## src/rtl/notch_filter_sequencer.sv

```systemverilog
// notch_filter_sequencer: time-multiplexed biquad notch sequencer with shadow coefficient bank
module notch_filter_sequencer #(
  parameter int WIDTH  = 16,
  parameter int COEF_W = 16,
  parameter int FRAC   = 14,
  parameter int ACC_W  = 50
) (
  input  logic                 clk_i,
  input  logic                 reset_i,
  input  logic                 in_valid_i,
  output logic                 in_ready_o,
  input  logic [WIDTH-1:0]     x_in_i,
  output logic                 out_valid_o,
  input  logic                 out_ready_i,
  output logic [2*WIDTH-1:0]   y_out_o,
  output logic                 sat_o,
  input  logic                 cfg_we_i,
  input  logic [2:0]           cfg_addr_i,
  input  logic [COEF_W-1:0]    cfg_data_i,
  input  logic                 cfg_commit_i,
  input  logic                 clear_i,
  output logic                 busy_o
);
  localparam int YW = 2 * WIDTH;
  localparam int PW = YW + COEF_W;
  localparam logic signed [COEF_W-1:0] ONE  = COEF_W'(1 << FRAC);
  localparam logic signed [ACC_W-1:0]  HALF = ACC_W'(1) <<< (FRAC - 1);
  localparam logic signed [ACC_W-1:0]  YMAX = (ACC_W'(1) <<< (YW - 1)) - ACC_W'(1);
  localparam logic signed [ACC_W-1:0]  YMIN = -YMAX - ACC_W'(1);
  typedef enum logic [1:0] {IDLE, MAC, SCALE, OUT} state_t;
  state_t state;
  logic [2:0] step;
  logic signed [WIDTH-1:0] xs, x1, x2;
  logic signed [YW-1:0] y1, y2, opnd, y_sat;
  logic signed [COEF_W-1:0] sh [5];
  logic signed [COEF_W-1:0] act [5];
  logic signed [COEF_W-1:0] sh_nx [5];
  logic signed [COEF_W-1:0] coef;
  logic signed [PW-1:0] prod;
  logic signed [ACC_W-1:0] acc, prod_ext, rnd;
  logic pend_commit, pend_clear, do_commit, do_clear, accept, hi, lo;
  always_comb begin
    sh_nx = sh;
    if (cfg_we_i && cfg_addr_i < 3'd5) sh_nx[cfg_addr_i] = cfg_data_i;
    coef = act[step];
    opnd = step == 3'd0 ? {xs, {WIDTH{1'b0}}} :
           step == 3'd1 ? {x1, {WIDTH{1'b0}}} :
           step == 3'd2 ? {x2, {WIDTH{1'b0}}} :
           step == 3'd3 ? y1 : y2;
    prod = coef * opnd;
    prod_ext = ACC_W'(prod);
    rnd = (acc + HALF) >>> FRAC;
    hi = rnd > YMAX;
    lo = rnd < YMIN;
    y_sat = hi ? YMAX[YW-1:0] : lo ? YMIN[YW-1:0] : rnd[YW-1:0];
    accept = state == IDLE && in_valid_i && in_ready_o;
    do_commit = state == IDLE && (cfg_commit_i || pend_commit);
    do_clear = state == IDLE && (clear_i || pend_clear);
    busy_o = state != IDLE;
  end
  always_ff @(posedge clk_i) begin
    if (!reset_i) begin
      state <= IDLE;
      step <= '0;
      in_ready_o <= 1'b0;
      out_valid_o <= 1'b0;
      y_out_o <= '0;
      sat_o <= 1'b0;
      xs <= '0;
      x1 <= '0;
      x2 <= '0;
      y1 <= '0;
      y2 <= '0;
      acc <= '0;
      pend_commit <= 1'b0;
      pend_clear <= 1'b0;
      for (int i = 0; i < 5; i++) begin
        sh[i] <= i == 0 ? ONE : '0;
        act[i] <= i == 0 ? ONE : '0;
      end
    end else begin
      sh <= sh_nx;
      if (do_commit) act <= sh_nx;
      pend_commit <= state != IDLE && (pend_commit || cfg_commit_i);
      pend_clear <= state != IDLE && (pend_clear || clear_i);
      case (state)
        IDLE: begin
          in_ready_o <= !accept;
          if (do_clear) begin
            x1 <= '0;
            x2 <= '0;
            y1 <= '0;
            y2 <= '0;
          end
          if (accept) begin
            xs <= x_in_i;
            acc <= '0;
            step <= '0;
            state <= MAC;
          end
        end
        MAC: begin
          acc <= step >= 3'd3 ? acc - prod_ext : acc + prod_ext;
          step <= step == 3'd4 ? 3'd0 : step + 3'd1;
          if (step == 3'd4) state <= SCALE;
        end
        SCALE: begin
          y_out_o <= y_sat;
          sat_o <= hi || lo;
          out_valid_o <= 1'b1;
          x2 <= x1;
          x1 <= xs;
          y2 <= y1;
          y1 <= y_sat;
          state <= OUT;
        end
        default: begin
          if (out_ready_i) begin
            out_valid_o <= 1'b0;
            in_ready_o <= 1'b1;
            state <= IDLE;
          end
        end
      endcase
    end
  end
endmodule

```

## config.mk

```make
export PLATFORM = sky130hd
export DESIGN_NAME = notch_filter_sequencer
export DESIGN_NICKNAME = d
export VERILOG_FILES = /design/src/rtl/notch_filter_sequencer.sv
export SDC_FILE = /design/constraint.sdc
export NUM_CORES = 2
export LEC_CHECK = 0
export ABC_AREA = 1
export CORE_ASPECT_RATIO = 0.8
export CORE_MARGIN = 2
export CORE_UTILIZATION = 59
export DETAILED_ROUTE_END_ITERATION = 10
export GPL_TIMING_DRIVEN = 0
export PLACE_DENSITY = 0.83
export SLEW_MARGIN = 20
export SYNTH_ARGS = -nofsm -noshare
export SYNTH_HDL_FRONTEND = slang
export SYNTH_SLANG_ARGS = --single-unit
```

## constraint.sdc

```tcl
create_clock -name clk_i -period 9.15 [get_ports clk_i]
set_input_delay 1.83 -clock clk_i [delete_from_list [all_inputs] [get_ports clk_i]]
set_output_delay 1.83 -clock clk_i [all_outputs]
set_load 0.01 [all_outputs]
```

Yosys cells after proc, flatten, opt, wreduce, memory -nomap -nowiden
Index checks and enable logic that the tools add are counted.

Bits in registers: 364. Input bits: 42. Output and inout bits: 36. Word-level logic and storage cells: 110.

$add $sub $neg: 4. $mul: 1. $lt $le $gt $ge: 7. Equality and inequality tests: 9. Muxes and demuxes: 33. Bitwise operators: 4. Reductions and logical operators: 28.

Operators by type and width (number): 32-bit 2-to-1 mux (7); 32-bit one-hot mux with 2 select lines (2); 50-bit 2-to-1 mux (2); 50-bit one-hot mux with 2 select lines (1); 80-bit bitwise mux (1); 80-bit 2-to-1 mux (1); 16-bit 2-to-1 mux (4); 16-bit one-hot mux with 2 select lines (2); 50-bit by 15-bit adder with 50-bit output (second input constant) (1); 50-bit by 48-bit adder with 50-bit output (1); 50-bit by 48-bit subtractor with 50-bit output (1); 16-bit binary-select mux with 3-bit select (1); 16-bit demux with 3-bit select (1); 16-bit by 32-bit multiplier with 48-bit output (1); 36-bit by 32-bit > comparator with 1-bit output (second input constant) (1); 36-bit by 32-bit less-than comparator with 1-bit output (second input constant) (1); 2-bit AND reduction (5); 2-bit nonzero test (5); 4-bit >= comparator (second input constant) (2); 1-bit logical AND (8); 3-bit NOT with 4-bit output (2); 3-bit by 2-bit == test with 1-bit output (second input constant) (2); 2-bit 2-to-1 mux (3); 3-bit 2-to-1 mux (2); 21 further kinds (29).

Longest topological paths before layout
Word-level depth: 9. Mapped depth: 61. Gate-level depth less buffers: 57.

Worst setup path before layout
Ideal clock, no wire load.

Kind: reg2reg. Start: register step[0]. End: register acc[49]. Library setup time: 0.132 ns. Data arrival time: 9.504 ns. Required time: 9.018 ns. Setup slack: -0.486 ns. Stages on the path, launching flop included: 54. Cell sequence: dfxtp_1 > buf_2 > inv_2 > clkbuf_1 > buf_1 > ha_1 > nand2_1 > clkinv_1 > clkbuf_1 > nand2_1 > nand2_1 > o221ai_1 > o21ai_0 > clkbuf_1 > nand2_1 > fa_1 > inv_1 > fa_1 > (+18 left out) > nor4_2 > nand3_1 > o21ai_4 > nand2_1 > xnor2_1 > inv_1 > ha_1 > a21oi_1 > inv_1 > a21oi_1 > nor2_1 > a2111oi_0 > o2111ai_1 > xor2_1 > inv_1 > nand3_1 > nand3_1 > a21oi_1.

Cells in the longest elaborated chain, start to end: 9.

Ends and longest elaborated chain: start, declared (line 32) `logic [2:0] step;`; start signal, assigned (line 104) `step <= step == 3'd4 ? 3'd0 : step + 3'd1;`; 3-bit by 2-bit == test with 1-bit output (line 49) `step == 3'd3 ? y1 : y2;`; 32-bit 2-to-1 mux (line 49); 32-bit 2-to-1 mux (line 48) `step == 3'd2 ? {x2, {WIDTH{1'b0}}} :`; 32-bit 2-to-1 mux (line 47) `step == 3'd1 ? {x1, {WIDTH{1'b0}}} :`; 32-bit 2-to-1 mux (line 46) `opnd = step == 3'd0 ? {xs, {WIDTH{1'b0}}} :`; 16-bit by 32-bit multiplier with 48-bit output (line 50) `prod = coef * opnd;`; 50-bit by 48-bit adder with 50-bit output or 50-bit by 48-bit subtractor with 50-bit output (tied branches) (line 103) `acc <= step >= 3'd3 ? acc - prod_ext : acc + prod_ext;`; 50-bit 2-to-1 mux (*) (line 103); 50-bit one-hot mux with 2 select lines (*) (line 86) `case (state)`; end signal, assigned (line 103); end, declared (line 40) `logic signed [ACC_W-1:0] acc, prod_ext, rnd;`.

Every way passes the cells marked *; elsewhere a longest branch is shown, timed or not. The select of a mux whose other input is x is not followed. A chain may end at the register's enable or synchronous reset.

Worst setup path after layout
Same ends and word-level chain as after synthesis.

==> impl_metrics.tcl <==
set metrics [dict create \
    status "complete, but fails checks" \
    failed_checks "setup timing" \
    hpwl_microns 106000 \
    hp-start "x2[2]" \
    cts_hold_buf 0 \
    ff2ff_path_depth 50 \
    period_share 1.10 \
    cpMaxStageDelayCell "fa_1" \
    placed_area_sq_um 41500 \
    timing.rr.start "step[0]" \
    finClkSkew_ns 0.0178 \
    cp.buffers_inverters 18 \
    hold_viol_final 0 \
    path_common_cell "inv_1" \
    syn_nets 6264 \
    grt-ovfl-total 0 \
    drt_pass1_iterations 8 \
    die_area_sq_um 69300 \
    portBuffers 76 \
    hold-path-endpoint "x2[2]" \
    min_period_ns 10.08 \
    timing.hold.ws_ns 0.464 \
    max_freq_mhz 99.2 \
    drive_above_1_share 0.207 \
    synth_top_cell_area_share 0.246 \
    reg2reg_slack_ns -0.93 \
    antenna_found_initial 0 \
    synth_top_area_cell "fa_1" \
    synthTopCellsByArea "fa_1 25%, dfxtp_1 18%, nand2_1 12%, inv_1 11%, ha_1 5.5%" \
    cp.arrival_ns 10.61 \
    routed_via_density 5.85 \
    rows 84 \
    drc 0 \
    grt_pass1_wl_microns 214000 \
    finalInstanceArea_sq_um 49700 \
    rr_endpoint "acc[49]" \
    synth.most_common_cell "nand2_1" \
    synth_commonest_cells "1318 x nand2_1, 1182 x inv_1, 560 x nor2_1" \
    fill_cells 4595 \
    die_x_microns 294 \
    cts_tree "yes" \
    dr_total_vias 40000 \
    place.gp.congestion 1.05 \
    grt_pass1_vias 37900 \
    dp_cells 6500 \
    cts.sinks 364 \
    drtIter0Drc 4836 \
    initial_core_util 0.600 \
    slowest_delay_ns 0.58 \
    diodes 0 \
    relSlewSlack 0.300 \
    netlist_area_sq_um 39600 \
    cts_made_buffers 30 \
    syn_area_per_cell_sq_um 7.13 \
    synth-seq-cells 364 \
    yosys_warnings 0 \
    setup_viol 24 \
    setup.worst_path.class "reg2reg" \
    critical-path-top-delay-family "adder cells" \
    fp.dieH_microns 236 \
    holdPathStages 2 \
    worst_pin_slew_ns 1.05 \
    synthArstFlopShare 0 \
    layout_setup_ws_ns -0.926 \
    crit_fanout 10 \
    clkTransAtPathRegs_ns 0.08 \
    insertion_delay_ns 0.60 \
    crit_path_end_kind "register" \
    htree_levels 1 \
    clockBufferDepth 3 \
    drt-wirelength-per-cell_microns 21.1 \
    syn2layout_area_growth_pct 25.3 \
    ys_seq_area_frac 0.184 \
    ant_nets 0 \
    finalCoreUtilization 0.751 \
    start_kind "register" \
    worstPathRequired_ns 9.68 \
    slew_violations 0 \
    io-pin-count 78 \
    fp.coreArea_sq_um 66100 \
    wirelength_microns 144000 \
    rsz0062_at_grt "true" \
    synthFlopType "dfxtp_1" \
    track_usage 0.398 \
    synthCells 5562 \
    hp-class "reg2reg" \
    grt_max_degree 18 \
    final_nets 6663 \
    synth-edff-count 0 \
    synth.distinct_cells 60 \
    cts-root-buf "clkbuf_16" \
    maxCapViolCount 0 \
    fin_cells 6843 \
]
worst reg2reg max path, delay by kind of cell (launching register included):
| kind | cells | cell delay, ns |
|---|---|---|
| xor gates and xnor gates | 1 | 0.23 |
| adders and majority gates | 8 | 3.85 |
| buffers and inverters | 18 | 2.20 |
| DFF | 1 | 0.35 |
| AOI/OAI and AO/OA | 8 | 1.39 |
| and+or+nand+nor | 15 | 1.95 |
logic make-up (layout without fill, tap and decap cells):
family,Yosys count,after routing,share of synthesized area
simple gates,2236,2237,0.235
buf+inv,1414,1834,0.136
compound gates,712,712,0.103
fa+ha+maj,660,660,0.300
flops,364,364,0.184
xor+xnor,96,96,0.0216
mux,80,80,0.0202
per-stage QoR:
stage / setup TNS (ns) / setup WS (ns)
after floorplan: 0 / 0.00249
after global placement: -78.43 / -3.48
after detailed placement: -78.34 / -3.48
after CTS: -5.75 / -0.703
after global routing: -17.86 / -1.18
final: -12.16 / -0.926
cell usage in the layout, fill, tap and decap left out, drive strengths merged, types with 3 or more instances in the layout:
cell type         n
nand2          1349
inv            1186
nor2            574
fa              487
dfxtp           364
a21oi           343
buf             326
o21ai           199
clkbuf          197
nand3           178
ha              173
o211ai           87
mux2i            80
clkdlybuf4s50    76
xor2             68
nand4            49
nor3             40
clkinv           40
xnor2            28
a31oi            19
nand3b           18
nor4             17
o221ai           13
o22ai            11
o21bai            9
a32o              8
or2               8
a221o             7
clkinvlp          6
a211oi            6
a21o              4
bufinv            3
and3              3
worst max-delay path by stage:
| stage | cells after the start | end | startpoint | slack, ns |
|---|---|---|---|---|
| floorplan | 52 | acc[49] | step[0] | 0.002 |
| global placement | 44 | acc[49] | step[1] | -3.48 |
| detailed placement | 43 | acc[49] | step[1] | -3.48 |
| CTS | 53 | acc[49] | step[0] | -0.70 |
| global route | 54 | acc[49] | step[0] | -1.18 |
| finish | 50 | acc[49] | step[0] | -0.93 |
flip-flops by register name (all words and copies together), names as in the netlist:
| name | flops |
|---|---|
| step | 3 |
| xs | 16 |
| out_valid_o | 1 |
| pend_clear | 1 |
| in_ready_o | 1 |
| pend_commit | 1 |
| acc | 50 |
| sh | 80 |
| y_out_o | 32 |
| state | 2 |
| sat_o | 1 |
| x1 | 16 |
| x2 | 16 |
| act | 80 |
| y2 | 32 |
| y1 | 32 |
layer usage:
metal	part of all wire	up-vias	track usage
met5	0	-	0
met4	0.062	0	0.170
met3	0.13	548	0.113
met2	0.43	2707	0.596
met1	0.38	19000	0.538
li1	-	17700	-
timing repair:
action / 4_1_cts / 5_1_grt
gates resized for setup: 803 / 446
pin swaps: 165 / 261
cloned: 4 / 2
buffers inserted: 182 / 103
endpoints found under the setup margin: 39 / 32
area by class of cell:
type / count / area [sq um] / share of cell area
Sequential cell: 364 / 7290 / 0.147
Timing Repair inverter: 2 / 13.8 / 0.000277
Inverter: 1216 / 4840 / 0.0974
Buffer: 198 / 1400 / 0.0282
Clock buffer: 37 / 817 / 0.0164
Tap cell: 860 / 1080 / 0.0217
Clock inverter: 17 / 204 / 0.00411
Multi-Input combinational cell: 3785 / 30800 / 0.619
Timing Repair Buffer: 364 / 3270 / 0.0658
Power is left out: the tool's default activity adds up to more than one toggle a clock period on the data nets, which glitch-free logic cannot reach.
